File: src/rtl/apb_arbiter_master_if.sv
// Bundle of the two master request ports and the APB side of the arbiter.
interface apb_arbiter_master_if;
  logic        m0_transfer;
  logic        m0_busWe;
  logic [31:0] m0_busAddr;
  logic [31:0] m0_busWData;
  logic [2:0]  m0_strb;
  logic [31:0] m0_busRData;
  logic        m0_ready;

  logic        m1_transfer;
  logic        m1_busWe;
  logic [31:0] m1_busAddr;
  logic [31:0] m1_busWData;
  logic [2:0]  m1_strb;
  logic [31:0] m1_busRData;
  logic        m1_ready;

  logic [31:0] PADDR;
  logic [31:0] PWDATA;
  logic        PWRITE;
  logic [2:0]  PSTRB;
  logic        PENABLE;
  logic [3:0]  PSEL;
  logic [31:0] PRDATA0;
  logic [31:0] PRDATA1;
  logic [31:0] PRDATA2;
  logic [31:0] PRDATA3;
  logic [3:0]  PREADY;
  logic        bus_err;

  // Arbiter view: takes master requests, drives the APB bus
  modport master (
    input  m0_transfer, m0_busWe, m0_busAddr, m0_busWData, m0_strb,
    output m0_busRData, m0_ready,
    input  m1_transfer, m1_busWe, m1_busAddr, m1_busWData, m1_strb,
    output m1_busRData, m1_ready,
    output PADDR, PWDATA, PWRITE, PSTRB, PENABLE, PSEL, bus_err,
    input  PRDATA0, PRDATA1, PRDATA2, PRDATA3, PREADY
  );

  // Environment view: the two bus masters and the four APB slaves
  modport slave (
    output m0_transfer, m0_busWe, m0_busAddr, m0_busWData, m0_strb,
    input  m0_busRData, m0_ready,
    output m1_transfer, m1_busWe, m1_busAddr, m1_busWData, m1_strb,
    input  m1_busRData, m1_ready,
    input  PADDR, PWDATA, PWRITE, PSTRB, PENABLE, PSEL, bus_err,
    output PRDATA0, PRDATA1, PRDATA2, PRDATA3, PREADY
  );
endinterface

File: src/rtl/apb_arbiter_master.sv
// Two-master round-robin arbiter driving a four-slave APB bus.
// Requests are captured on grant; the APB fields come only from those registers.
// Unmapped addresses and stalled slaves complete with bus_err.
module apb_arbiter_master #(
  parameter logic [31:0] BASE_ADDR = 32'h1000_0000,
  parameter int unsigned TIMEOUT   = 16
) (
  input logic                  clk,
  input logic                  reset,
  apb_arbiter_master_if.master bus
);

  // Counter only has to reach TIMEOUT-1: that ACCESS cycle is the forced completion.
  localparam int unsigned CntW = (TIMEOUT > 2) ? $clog2(TIMEOUT) : 1;

  typedef enum logic [1:0] {StIdle, StSetup, StAccess} state_e;

  state_e          state_q, state_d;
  logic            last_grant_q, last_grant_d;
  logic            gnt_q, gnt_d;
  logic [31:0]     addr_q, addr_d;
  logic [31:0]     wdata_q, wdata_d;
  logic            we_q, we_d;
  logic [2:0]      strb_q, strb_d;
  logic            mapped_q, mapped_d;
  logic [1:0]      slv_q, slv_d;
  logic [CntW-1:0] cnt_q, cnt_d;

  logic        grant_idx;
  logic [31:0] req_addr;
  logic [19:0] page;
  logic        sel_ready;
  logic [31:0] sel_rdata;
  logic        timeout_hit;
  logic        done;
  logic [31:0] done_rdata;
  logic        done_err;

  // Pick the winning master (round-robin on a tie) and decode its address page
  always_comb begin
    if (bus.m0_transfer && bus.m1_transfer) begin
      grant_idx = ~last_grant_q;
    end else begin
      grant_idx = bus.m1_transfer;
    end
    req_addr = grant_idx ? bus.m1_busAddr : bus.m0_busAddr;
    page     = req_addr[31:12] - BASE_ADDR[31:12];
  end

  // Completion condition and returned data for the current ACCESS cycle
  always_comb begin
    sel_ready = bus.PREADY[slv_q];
    unique case (slv_q)
      2'd0:    sel_rdata = bus.PRDATA0;
      2'd1:    sel_rdata = bus.PRDATA1;
      2'd2:    sel_rdata = bus.PRDATA2;
      default: sel_rdata = bus.PRDATA3;
    endcase
    timeout_hit = (cnt_q == CntW'(TIMEOUT - 1));
    done        = !mapped_q || sel_ready || timeout_hit;
    // PREADY takes precedence over a timeout landing in the same cycle
    if (!mapped_q) begin
      done_rdata = '0;
      done_err   = 1'b1;
    end else if (sel_ready) begin
      done_rdata = sel_rdata;
      done_err   = 1'b0;
    end else begin
      done_rdata = 32'hDEAD_BEEF;
      done_err   = 1'b1;
    end
  end

  // Next-state: grant and capture in idle, one setup cycle, access until done
  always_comb begin
    state_d      = state_q;
    last_grant_d = last_grant_q;
    gnt_d        = gnt_q;
    addr_d       = addr_q;
    wdata_d      = wdata_q;
    we_d         = we_q;
    strb_d       = strb_q;
    mapped_d     = mapped_q;
    slv_d        = slv_q;
    cnt_d        = cnt_q;
    unique case (state_q)
      StIdle: begin
        if (bus.m0_transfer || bus.m1_transfer) begin
          state_d      = StSetup;
          gnt_d        = grant_idx;
          last_grant_d = grant_idx;
          addr_d       = req_addr;
          wdata_d      = grant_idx ? bus.m1_busWData : bus.m0_busWData;
          we_d         = grant_idx ? bus.m1_busWe : bus.m0_busWe;
          strb_d       = grant_idx ? bus.m1_strb : bus.m0_strb;
          mapped_d     = (page < 20'd4);
          slv_d        = page[1:0];
        end
      end
      StSetup: begin
        state_d = StAccess;
        cnt_d   = '0;
      end
      StAccess: begin
        if (done) begin
          state_d = StIdle;
        end else begin
          cnt_d = cnt_q + 1'b1;
        end
      end
      default: state_d = StIdle;
    endcase
  end

  // State and capture registers
  always_ff @(posedge clk or posedge reset) begin
    if (reset) begin
      state_q      <= StIdle;
      last_grant_q <= 1'b1;
      gnt_q        <= 1'b0;
      addr_q       <= '0;
      wdata_q      <= '0;
      we_q         <= 1'b0;
      strb_q       <= '0;
      mapped_q     <= 1'b0;
      slv_q        <= '0;
      cnt_q        <= '0;
    end else begin
      state_q      <= state_d;
      last_grant_q <= last_grant_d;
      gnt_q        <= gnt_d;
      addr_q       <= addr_d;
      wdata_q      <= wdata_d;
      we_q         <= we_d;
      strb_q       <= strb_d;
      mapped_q     <= mapped_d;
      slv_q        <= slv_d;
      cnt_q        <= cnt_d;
    end
  end

  // Bus outputs; ready/data/err are combinational in the completing ACCESS cycle
  always_comb begin
    bus.PADDR       = addr_q;
    bus.PWDATA      = wdata_q;
    bus.PWRITE      = we_q;
    bus.PSTRB       = strb_q;
    bus.PSEL        = '0;
    bus.PENABLE     = 1'b0;
    bus.bus_err     = 1'b0;
    bus.m0_ready    = 1'b0;
    bus.m1_ready    = 1'b0;
    bus.m0_busRData = '0;
    bus.m1_busRData = '0;
    if (state_q != StIdle && mapped_q) begin
      bus.PSEL = 4'b0001 << slv_q;
    end
    if (state_q == StAccess) begin
      bus.PENABLE = 1'b1;
      if (done) begin
        bus.bus_err = done_err;
        if (gnt_q) begin
          bus.m1_ready    = 1'b1;
          bus.m1_busRData = done_rdata;
        end else begin
          bus.m0_ready    = 1'b1;
          bus.m0_busRData = done_rdata;
        end
      end
    end
  end

endmodule

File: src/flat_wrapper.sv
// flat-port wrapper written by rule: the top's interface ports become plain ports
module apb_arbiter_master_flat 
#(
  parameter logic [31:0] BASE_ADDR = 32'h1000_0000,
  parameter int unsigned TIMEOUT   = 16
)
  (clk, reset, bus_m0_transfer, bus_m0_busWe, bus_m0_busAddr, bus_m0_busWData, bus_m0_strb, bus_m0_busRData, bus_m0_ready, bus_m1_transfer, bus_m1_busWe, bus_m1_busAddr, bus_m1_busWData, bus_m1_strb, bus_m1_busRData, bus_m1_ready, bus_PADDR, bus_PWDATA, bus_PWRITE, bus_PSTRB, bus_PENABLE, bus_PSEL, bus_bus_err, bus_PRDATA0, bus_PRDATA1, bus_PRDATA2, bus_PRDATA3, bus_PREADY);
  apb_arbiter_master_if bus_i ();
  input logic clk;
  input logic reset;
  input wire logic [$bits(bus_i.m0_transfer)-1:0] bus_m0_transfer;
  input wire logic [$bits(bus_i.m0_busWe)-1:0] bus_m0_busWe;
  input wire logic [$bits(bus_i.m0_busAddr)-1:0] bus_m0_busAddr;
  input wire logic [$bits(bus_i.m0_busWData)-1:0] bus_m0_busWData;
  input wire logic [$bits(bus_i.m0_strb)-1:0] bus_m0_strb;
  output wire logic [$bits(bus_i.m0_busRData)-1:0] bus_m0_busRData;
  output wire logic [$bits(bus_i.m0_ready)-1:0] bus_m0_ready;
  input wire logic [$bits(bus_i.m1_transfer)-1:0] bus_m1_transfer;
  input wire logic [$bits(bus_i.m1_busWe)-1:0] bus_m1_busWe;
  input wire logic [$bits(bus_i.m1_busAddr)-1:0] bus_m1_busAddr;
  input wire logic [$bits(bus_i.m1_busWData)-1:0] bus_m1_busWData;
  input wire logic [$bits(bus_i.m1_strb)-1:0] bus_m1_strb;
  output wire logic [$bits(bus_i.m1_busRData)-1:0] bus_m1_busRData;
  output wire logic [$bits(bus_i.m1_ready)-1:0] bus_m1_ready;
  output wire logic [$bits(bus_i.PADDR)-1:0] bus_PADDR;
  output wire logic [$bits(bus_i.PWDATA)-1:0] bus_PWDATA;
  output wire logic [$bits(bus_i.PWRITE)-1:0] bus_PWRITE;
  output wire logic [$bits(bus_i.PSTRB)-1:0] bus_PSTRB;
  output wire logic [$bits(bus_i.PENABLE)-1:0] bus_PENABLE;
  output wire logic [$bits(bus_i.PSEL)-1:0] bus_PSEL;
  output wire logic [$bits(bus_i.bus_err)-1:0] bus_bus_err;
  input wire logic [$bits(bus_i.PRDATA0)-1:0] bus_PRDATA0;
  input wire logic [$bits(bus_i.PRDATA1)-1:0] bus_PRDATA1;
  input wire logic [$bits(bus_i.PRDATA2)-1:0] bus_PRDATA2;
  input wire logic [$bits(bus_i.PRDATA3)-1:0] bus_PRDATA3;
  input wire logic [$bits(bus_i.PREADY)-1:0] bus_PREADY;
  assign bus_i.m0_transfer = bus_m0_transfer;
  assign bus_i.m0_busWe = bus_m0_busWe;
  assign bus_i.m0_busAddr = bus_m0_busAddr;
  assign bus_i.m0_busWData = bus_m0_busWData;
  assign bus_i.m0_strb = bus_m0_strb;
  assign bus_m0_busRData = bus_i.m0_busRData;
  assign bus_m0_ready = bus_i.m0_ready;
  assign bus_i.m1_transfer = bus_m1_transfer;
  assign bus_i.m1_busWe = bus_m1_busWe;
  assign bus_i.m1_busAddr = bus_m1_busAddr;
  assign bus_i.m1_busWData = bus_m1_busWData;
  assign bus_i.m1_strb = bus_m1_strb;
  assign bus_m1_busRData = bus_i.m1_busRData;
  assign bus_m1_ready = bus_i.m1_ready;
  assign bus_PADDR = bus_i.PADDR;
  assign bus_PWDATA = bus_i.PWDATA;
  assign bus_PWRITE = bus_i.PWRITE;
  assign bus_PSTRB = bus_i.PSTRB;
  assign bus_PENABLE = bus_i.PENABLE;
  assign bus_PSEL = bus_i.PSEL;
  assign bus_bus_err = bus_i.bus_err;
  assign bus_i.PRDATA0 = bus_PRDATA0;
  assign bus_i.PRDATA1 = bus_PRDATA1;
  assign bus_i.PRDATA2 = bus_PRDATA2;
  assign bus_i.PRDATA3 = bus_PRDATA3;
  assign bus_i.PREADY = bus_PREADY;
  apb_arbiter_master #(.BASE_ADDR(BASE_ADDR), .TIMEOUT(TIMEOUT)) u_core (.clk(clk), .reset(reset), .bus(bus_i));
endmodule
File: config.mk
export PLATFORM = sky130hd
export DESIGN_NAME = apb_arbiter_master_flat
export DESIGN_NICKNAME = d
export VERILOG_FILES = /design/src/rtl/apb_arbiter_master_if.sv /design/src/rtl/apb_arbiter_master.sv /design/src/flat_wrapper.sv
export SDC_FILE = /design/constraint.sdc
export NUM_CORES = 1
export LEC_CHECK = 0
export ABC_AREA = 1
export CORE_AREA = 2 2 162 164
export DETAILED_ROUTE_END_ITERATION = 16
export DIE_AREA = 0 0 164 166
export GPL_ROUTABILITY_DRIVEN = 0
export GPL_TIMING_DRIVEN = 0
export RECOVER_POWER = 25
export SLEW_MARGIN = 0
export SYNTH_ARGS = -nofsm -noshare
export SYNTH_HDL_FRONTEND = slang
export SYNTH_SLANG_ARGS = --single-unit
File: constraint.sdc
create_clock -name clk -period 2.4 [get_ports clk]
set_clock_uncertainty 0.1 [all_clocks]
set_input_delay 0.48 -clock clk [delete_from_list [all_inputs] [get_ports clk]]
set_output_delay 0.48 -clock clk [all_outputs]
set_load 0.02 [all_outputs]
==> summary.txt, run 1 <==
CTS
  – Clock tree from TritonCTS: built
  – Maximum count of clock buffers along a single path: 2
  – Post-CTS clock slew at the launch and capture registers of the worst setup and hold paths: 60 ps
  – Number of clock sinks: 77
  – Num CTS Buffers: 9
  – Insertion delay to the later sink of the worst-skew pair: 340 ps
  – Clock Tree Root: sky130_fd_sc_hd__clkbuf_16
  – CTS H-tree lvls: 3

Synthesis
  – Post-Syn Instances: 787
  – Part of the Yosys area used for sequential elements: 38.5%
  – Count of unique library cells instantiated by Yosys: 27
  – Share of synthesized cell area in and, or, nand and nor gates: 39.5%
  – Synth warnings: 0
  – Post-Syn Area: 5010 sq um
  – Fraction of the mapped netlist area in adder cells: 0.250%
  – Mapped Nets: 1060
  – Average cell area after synthesis: 6.36 sq um
  – Parity-gate share of the synthesized area counting xor and xnor cells: 0.350%
  – Area fraction in compound gates after synthesis: 15.0%
  – Dominant cell type by area after synthesis: sky130_fd_sc_hd__dfrtp_1
  – Post-synth top area share: 38.0%
  – Number of synthesized register bits: 77
  – Proportion of synthesized area in mux cells: 0%
  – Combinational family with the most area after synthesis: simple AND/OR/NAND/NOR gates
  – Most area-consuming cells after synthesis: sky130_fd_sc_hd__dfrtp_1 38%, sky130_fd_sc_hd__nand2_1 21%, sky130_fd_sc_hd__o21ai_0 11%

Routing
  – Total iterations of the first detailed-routing run: 4
  – Detailed-route wire length per cell: 18.5 microns
  – Post-detailed-routing wire length: 29200 microns
  – First-iteration detailed-routing DRC count: 269
  – Via density: 4.44
  – DRC violation count after routing: 0
  – Count of nets left with antenna violations after detail routing: 0
  – Overall via count from detail_route: 7018

Timing
  – Endpoints failing hold: 0
  – Maximum operating frequency: 373 MHz
  – Count of pins over their slew limit: 0
  – Final worst-path cycle share: 112%
  – Max-slew headroom: 34.7%
  – RSZ-0062 raised after global routing: yes
  – Slack of the critical path: -279 ps
  – Worst hold margin: 375 ps
  – Slew of the pin with the lowest slew margin: 974 ps
  – Setup TNS: -15660 ps
  – Final min period: 2680 ps
  – Total setup violations reported at the end of the flow: 66

Power
  – Internal Pwr Total: 5.79 mW
  – Sw Ratio: 44.8%
  – Share of total power in the clock network: 15.5%
  – Total power: 10.5 mW
  – Combinational fraction of design power: 62.5%
  – Highest ir drop seen on vdd: 0.658 mV
  – Sequential power share: 22.0%
  – Net switching power of the design: 4.70 mW
  – Power density normalized to cell area: 965 nW/um^2
  – Static power due to leakage: 4.47 nW

Placed design
  – Cell area after placement: 9570 sq um
  – Post-placement worst setup slack: -1160 ps
  – Post-detailed-placement half-perimeter wirelength: 23400 microns
  – Input/output buffers: 410
  – Cells after DPL: 1534

Global route
  – Number of global-route vias before repair: 7069
  – Number of antenna violations at the first check in global routing: 3
  – Maximum number of pins on one net before global-route repair: 35
  – Sum of overflow across all layers after global routing: 0
  – Global-route wire length before repair: 41800 microns
  – Global-route usage over all layers: 20.5%

Floorplanning
  – Site Rows: 59
  – Starting Density: 19.5%
  – Number of top-level pins: 412
  – Core Area: 25600 sq um
  – Die boundary height: 166 microns
  – Die Area: 27200 sq um
  – Die X: 164 microns

Final layout
  – Non-Filler Cell Area, Final: 10900 sq um
  – Commonest cells after routing, fill and taps aside: 338 x sky130_fd_sc_hd__clkdlybuf4s50_1, 255 x sky130_fd_sc_hd__nand2_1, 111 x sky130_fd_sc_hd__o21ai_0
  – Final design utilization: 42.5%
  – Non-filler cells in the finished layout: 1580
  – Most common cell after layout, fill and taps aside: sky130_fd_sc_hd__clkdlybuf4s50_1
  – Net count, final: 1510
  – Proportion of layout cells with a drive suffix above 1: 19.7%
  – Syn-to-layout area delta: 117%

Worst setup path
  – Setup Crit Path Kind: flop to primary output
  – Data arrival time of the critical path: 2100 ps
  – Required arrival time at the worst endpoint: 1820 ps
  – Maximum fanout count along the critical path: 5
  – Startpoint class of the critical path: flop
  – Kind of end point of the critical path: primary output

Status
  – Failing checks: negative setup slack
  – Outcome: finished, violations left

Hold path
  – Worst min-delay path class: flop to flop

Flow run
  – Number of maximum-capacitance violations: 0
registers in the layout, summed over array words and instances, names as in the netlist:
signal,flops
u_core.slv_q,1
u_core.cnt_q,4
u_core.mapped_q,1
u_core.state_q,2
u_core.bus.PWRITE,1
u_core.bus.PSTRB,3
u_core.last_grant_q,1
u_core.gnt_q,1
u_core.bus.PWDATA,32
u_core.bus.PADDR,31
per-layer routing:
| layer | up-vias | part of all wire (%) | GRT usage [%] |
|---|---|---|---|
| met5 | - | 0 | 0 |
| li1 | 3444 | - | - |
| met1 | 3253 | 35 | 20.5 |
| met2 | 291 | 53 | 40.1 |
| met3 | 30 | 9.2 | 6.14 |
| met4 | 0 | 2.0 | 5.76 |
synthesized netlist by cell type:
master,number
sky130_fd_sc_hd__a21oi_1,24
sky130_fd_sc_hd__a31oi_1,9
sky130_fd_sc_hd__buf_1,1
sky130_fd_sc_hd__buf_2,12
sky130_fd_sc_hd__buf_4,5
sky130_fd_sc_hd__buf_6,1
sky130_fd_sc_hd__clkbuf_1,34
sky130_fd_sc_hd__clkinv_2,1
sky130_fd_sc_hd__dfrtp_1,76
sky130_fd_sc_hd__dfstp_2,1
sky130_fd_sc_hd__ha_1,1
sky130_fd_sc_hd__inv_1,17
sky130_fd_sc_hd__inv_2,4
sky130_fd_sc_hd__nand2_1,276
sky130_fd_sc_hd__nand3_1,45
sky130_fd_sc_hd__nand3_4,2
sky130_fd_sc_hd__nand3b_1,4
sky130_fd_sc_hd__nand4_1,8
sky130_fd_sc_hd__nand4_4,1
sky130_fd_sc_hd__nor2_1,142
sky130_fd_sc_hd__nor2_2,3
sky130_fd_sc_hd__nor2_4,1
sky130_fd_sc_hd__nor3_1,3
sky130_fd_sc_hd__o21ai_0,112
sky130_fd_sc_hd__o22ai_1,2
sky130_fd_sc_hd__xnor2_1,1
sky130_fd_sc_hd__xor2_1,1
logic make-up (layout without fill, tap and decap cells):
family / Yosys count / after routing
flip-flops: 77 / 77
AND/OR/NAND/NOR: 485 / 485
buffers and inverters: 75 / 530
AO/OA/AOI/OAI: 147 / 147
adder cells (fa/ha/maj): 1 / 1
other: 0 / 3
XOR/XNOR: 2 / 2
layout make-up:
cell class / count / area (sq um)
buffer: 52 / 344
clock inverter: 5 / 108
antenna: 3 / 7.51
sequential: 77 / 1930
multi-input combinational: 635 / 3240
tap: 335 / 419
inverter: 22 / 86.3
timing repair buffer: 440 / 4510
clock buffer: 11 / 233
fill: 2683 / 14700
final timing paths:
| kind | startpoint | endpoint | slack, ps | cells past startpoint |
|---|---|---|---|---|
| hold / removal | u_core.last_grant_q | u_core.last_grant_q | 370 | 2 |
| min in group asynchronous | reset | u_core.bus.PADDR[21] | 640 | 2 |
| max in group asynchronous | reset | u_core.bus.PWDATA[21] | 270 | 3 |
| hold reg to reg | u_core.last_grant_q | u_core.last_grant_q | 370 | 2 |
| setup reg to reg | u_core.last_grant_q | u_core.bus.PWDATA[23] | 320 | 6 |
| setup / recovery | u_core.slv_q[0] | bus_m1_busRData[9] | -280 | 11 |
power groups by stage:
stage                     Sequential, mW  Clock [mW]  Combinational [mW]
final                               2.31        1.63                6.55
after global routing                2.39        1.70                7.13
after CTS                           2.31        1.66                6.43
after detailed placement            2.34           0                5.80
after global placement              2.33           0                5.77
after floorplan                     2.98           0                2.30
critical path: stages (launching register included):
cell                      delay, ps
sky130_fd_sc_hd__dfrtp_2        460
sky130_fd_sc_hd__buf_6          150
sky130_fd_sc_hd__nor2_4         150
sky130_fd_sc_hd__nand2_2        100
sky130_fd_sc_hd__nand4_4        130
sky130_fd_sc_hd__nor2_4          50
sky130_fd_sc_hd__inv_4           70
sky130_fd_sc_hd__nand3_4         90
sky130_fd_sc_hd__buf_12         170
sky130_fd_sc_hd__buf_8          140
sky130_fd_sc_hd__nor2_4         120
sky130_fd_sc_hd__buf_6          130
what timing repair did:
action,in CTS,in global routing
hold buffers,0,0
endpoints found under the hold margin,0,0
setup buffers,17,5
cloned,6,0
endpoints found under the setup margin,79,118
pin swaps,8,16
resized for setup,443,159
(Power assumes the default switching activity.)
==> inputs of run 2 (changes only) <==
--- a/config.mk
+++ b/config.mk
@@ -12,6 +12,7 @@
 export GPL_ROUTABILITY_DRIVEN = 0
 export GPL_TIMING_DRIVEN = 0
 export RECOVER_POWER = 25
+export REMOVE_ABC_BUFFERS = 1
 export SLEW_MARGIN = 0
 export SYNTH_ARGS = -nofsm -noshare
 export SYNTH_HDL_FRONTEND = slang
==> run 2 against run 1 <==
The flow still finishes with violations (negative setup slack). Highest routed layer unchanged. Maximum frequency fell by 2.8%. Register-to-register slack better by 130 ps. Flip-flop and latch count did not move. Clock power down 16%. Worst hold slack improved by 11 ps. Critical endpoint is now bus_m1_busRData[28]. Cell area fell by 3.5%.
==> summary.txt, run 2 (synthesis gave the netlist of run 1 again) <==
Timing
  – Setup TNS: -20970 ps (-5310 ps)
  – Endpoints failing hold: 0 (unchanged)
  – Count of pins over their slew limit: 0 (unchanged)
  – Final min period: 2760 ps (+77.4 ps)
  – Max-slew headroom: 24.4% (-10 points)
  – RSZ-0062 raised after global routing: yes
  – Slew of the pin with the lowest slew margin: 1130 ps (+153 ps)
  – Slack of the critical path: -356 ps (-77.4 ps)
  – Final worst-path cycle share: 115% (+3.2 points)
  – Total setup violations reported at the end of the flow: 67 (+1.5%)
  – Maximum operating frequency: 363 MHz (-2.8%)

Power
  – Highest ir drop seen on vdd: 0.579 mV (-12%)
  – Static power due to leakage: 4.34 nW (-2.9%)
  – Total power: 10.4 mW (-0.86%)
  – Power density normalized to cell area: 991 nW/um^2 (+2.7%)

Floorplanning
  – Die Area: 27200 sq um (unchanged)
  – Number of top-level pins: 412 (unchanged)
  – Core Area: 25600 sq um (unchanged)
  – Die boundary height: 166 microns (unchanged)
  – Starting Density: 19.5% (unchanged)
  – Site Rows: 59 (unchanged)
  – Die X: 164 microns (unchanged)

Final layout
  – Commonest cells after routing, fill and taps aside: 337 x sky130_fd_sc_hd__clkdlybuf4s50_1, 265 x sky130_fd_sc_hd__nand2_1, 111 x sky130_fd_sc_hd__o21ai_0
  – Net count, final: 1480 (-2.0%)
  – Diodes inserted: 0 (-3)
  – Number of flip-flops in the largest register: 32 (unchanged)
  – Most common cell after layout, fill and taps aside: sky130_fd_sc_hd__clkdlybuf4s50_1
  – Syn-to-layout area delta: 110%
  – Final design utilization: 41.0% (-1.5 points)
  – Proportion of layout cells with a drive suffix above 1: 17.2% (-2.5 points)

Flow run
  – Number of maximum-capacitance violations: 0 (unchanged)

Worst setup path
  – Startpoint class of the critical path: flop
  – Worst reg2reg startpoint: u_core.last_grant_q
  – Required arrival time at the worst endpoint: 1820 ps (about the same)
  – Critical path origin: u_core.slv_q[0]
  – Setup Crit Path Kind: flop to primary output
  – Maximum fanout count along the critical path: 33 (+28)
  – Setup slack of the worst register-to-register path: 450 ps (+130 ps)
  – Data arrival time of the critical path: 2180 ps (+80 ps)
  – Kind of end point of the critical path: primary output

CTS
  – Insertion delay to the later sink of the worst-skew pair: 330 ps (about the same)
  – CTS H-tree lvls: 3 (unchanged)
  – Number of clock sinks: 77 (unchanged)
  – Maximum count of clock buffers along a single path: 2 (unchanged)
  – Post-CTS clock slew at the launch and capture registers of the worst setup and hold paths: 70 ps (about the same)
  – Num CTS Buffers: 9 (unchanged)
  – Clock tree from TritonCTS: built
  – CTS Hold Buffers Added: 0 (unchanged)
  – Clock Tree Root: sky130_fd_sc_hd__clkbuf_16

Placed design
  – Input/output buffers: 411 (+0.24%)
  – Post-detailed-placement half-perimeter wirelength: 18700 microns (-20%)

Hold path
  – Worst min-delay path class: flop to flop
  – Min-Delay Startpoint: u_core.bus.PSTRB[1]

Global route
  – Sum of overflow across all layers after global routing: 0 (unchanged)
  – Maximum number of pins on one net before global-route repair: 56 (+60%)
  – Number of global-route vias before repair: 6852 (-3.1%)
  – Global-route usage over all layers: 19.9% (-0.63 points)
  – Number of antenna violations at the first check in global routing: 0 (-3)
  – Global-route wire length before repair: 40900 microns (-2.1%)

Routing
  – DRC violation count after routing: 0 (unchanged)
  – Count of nets left with antenna violations after detail routing: 0 (unchanged)
  – Via density: 4.52 (+1.8%)
  – Total iterations of the first detailed-routing run: 5 (+1)
  – Post-detailed-routing wire length: 28300 microns (-2.9%)
  – First-iteration detailed-routing DRC count: 294 (+9.3%)
  – Detailed-route wire length per cell: 18.3 microns (-0.82%)
  – Overall via count from detail_route: 6994 (-0.34%)

Status
  – Failing checks: negative setup slack
  – Outcome: finished, violations left
-- run 2: routing by layer --
metal / GRT usage [%] / wire (microns) / share of wire, %
met2: 37.7 / 14800 / 52
met4: 6.90 / 855 / 3.0
met3: 6.09 / 2660 / 9.4
met1: 20.2 / 10000 / 35
met5: 0 / 0 / 0
-- run 2: path summary, 6_finish.rpt --
| path | to | depth (start not counted) |
|---|---|---|
| setup / recovery | bus_m1_busRData[28] | 10 |
| hold / removal | u_core.bus.PSTRB[1] | 2 |
| setup reg to reg | u_core.bus.PWDATA[23] | 6 |
| hold reg to reg | u_core.bus.PSTRB[1] | 2 |
| max in group asynchronous | u_core.mapped_q | 3 |
| min in group asynchronous | u_core.bus.PWRITE | 2 |
-- run 2: power by group --
part           internal (mW)  switching (mW)
clock                  0.747           0.621
combinational           2.86            3.84
sequential              1.93           0.405
total                   5.54            4.86
-- run 2: through the flow --
step / cell area [sq um] / hold slack (ps) / setup WS [ps] / cells
global placement: 9300 / 354 / -6530 / 1480
global route: 10500 / 406 / -470 / 1547
detailed placement: 9420 / 361 / -1710 / 1484
CTS: 10200 / 377 / -416 / 1540
finish: 10500 / 386 / -356 / 1547
floorplan: 4770 / 344 / -1910 / 734
-- run 2: final cells by class --
type / instances / area, sq um
inverter: 22 / 104
sequential: 77 / 1930
tap: 335 / 419
clock inverter: 6 / 52.6
timing repair buffer: 452 / 4560
clock buffer: 10 / 239
fill: 2709 / 15100
multi-input combinational: 645 / 3200
-- run 2: critical path, stage by stage, from the launching register on --
cell	delay, ps
sky130_fd_sc_hd__dfrtp_2	470
sky130_fd_sc_hd__nand2_4	110
sky130_fd_sc_hd__inv_8	90
sky130_fd_sc_hd__nand2_8	110
sky130_fd_sc_hd__nand4_4	160
sky130_fd_sc_hd__nor2_4	180
sky130_fd_sc_hd__clkinv_4	160
sky130_fd_sc_hd__nand3_4	150
sky130_fd_sc_hd__buf_6	150
sky130_fd_sc_hd__nor2_1	50
sky130_fd_sc_hd__buf_4	150
-- run 2: repair_timing --
action	in CTS	in global routing
resized for setup	405	75
endpoints found under the setup margin	145	107
pin swaps	24	12
setup buffers	31	7
cloned	10	0
hold endpoints to repair	0	0
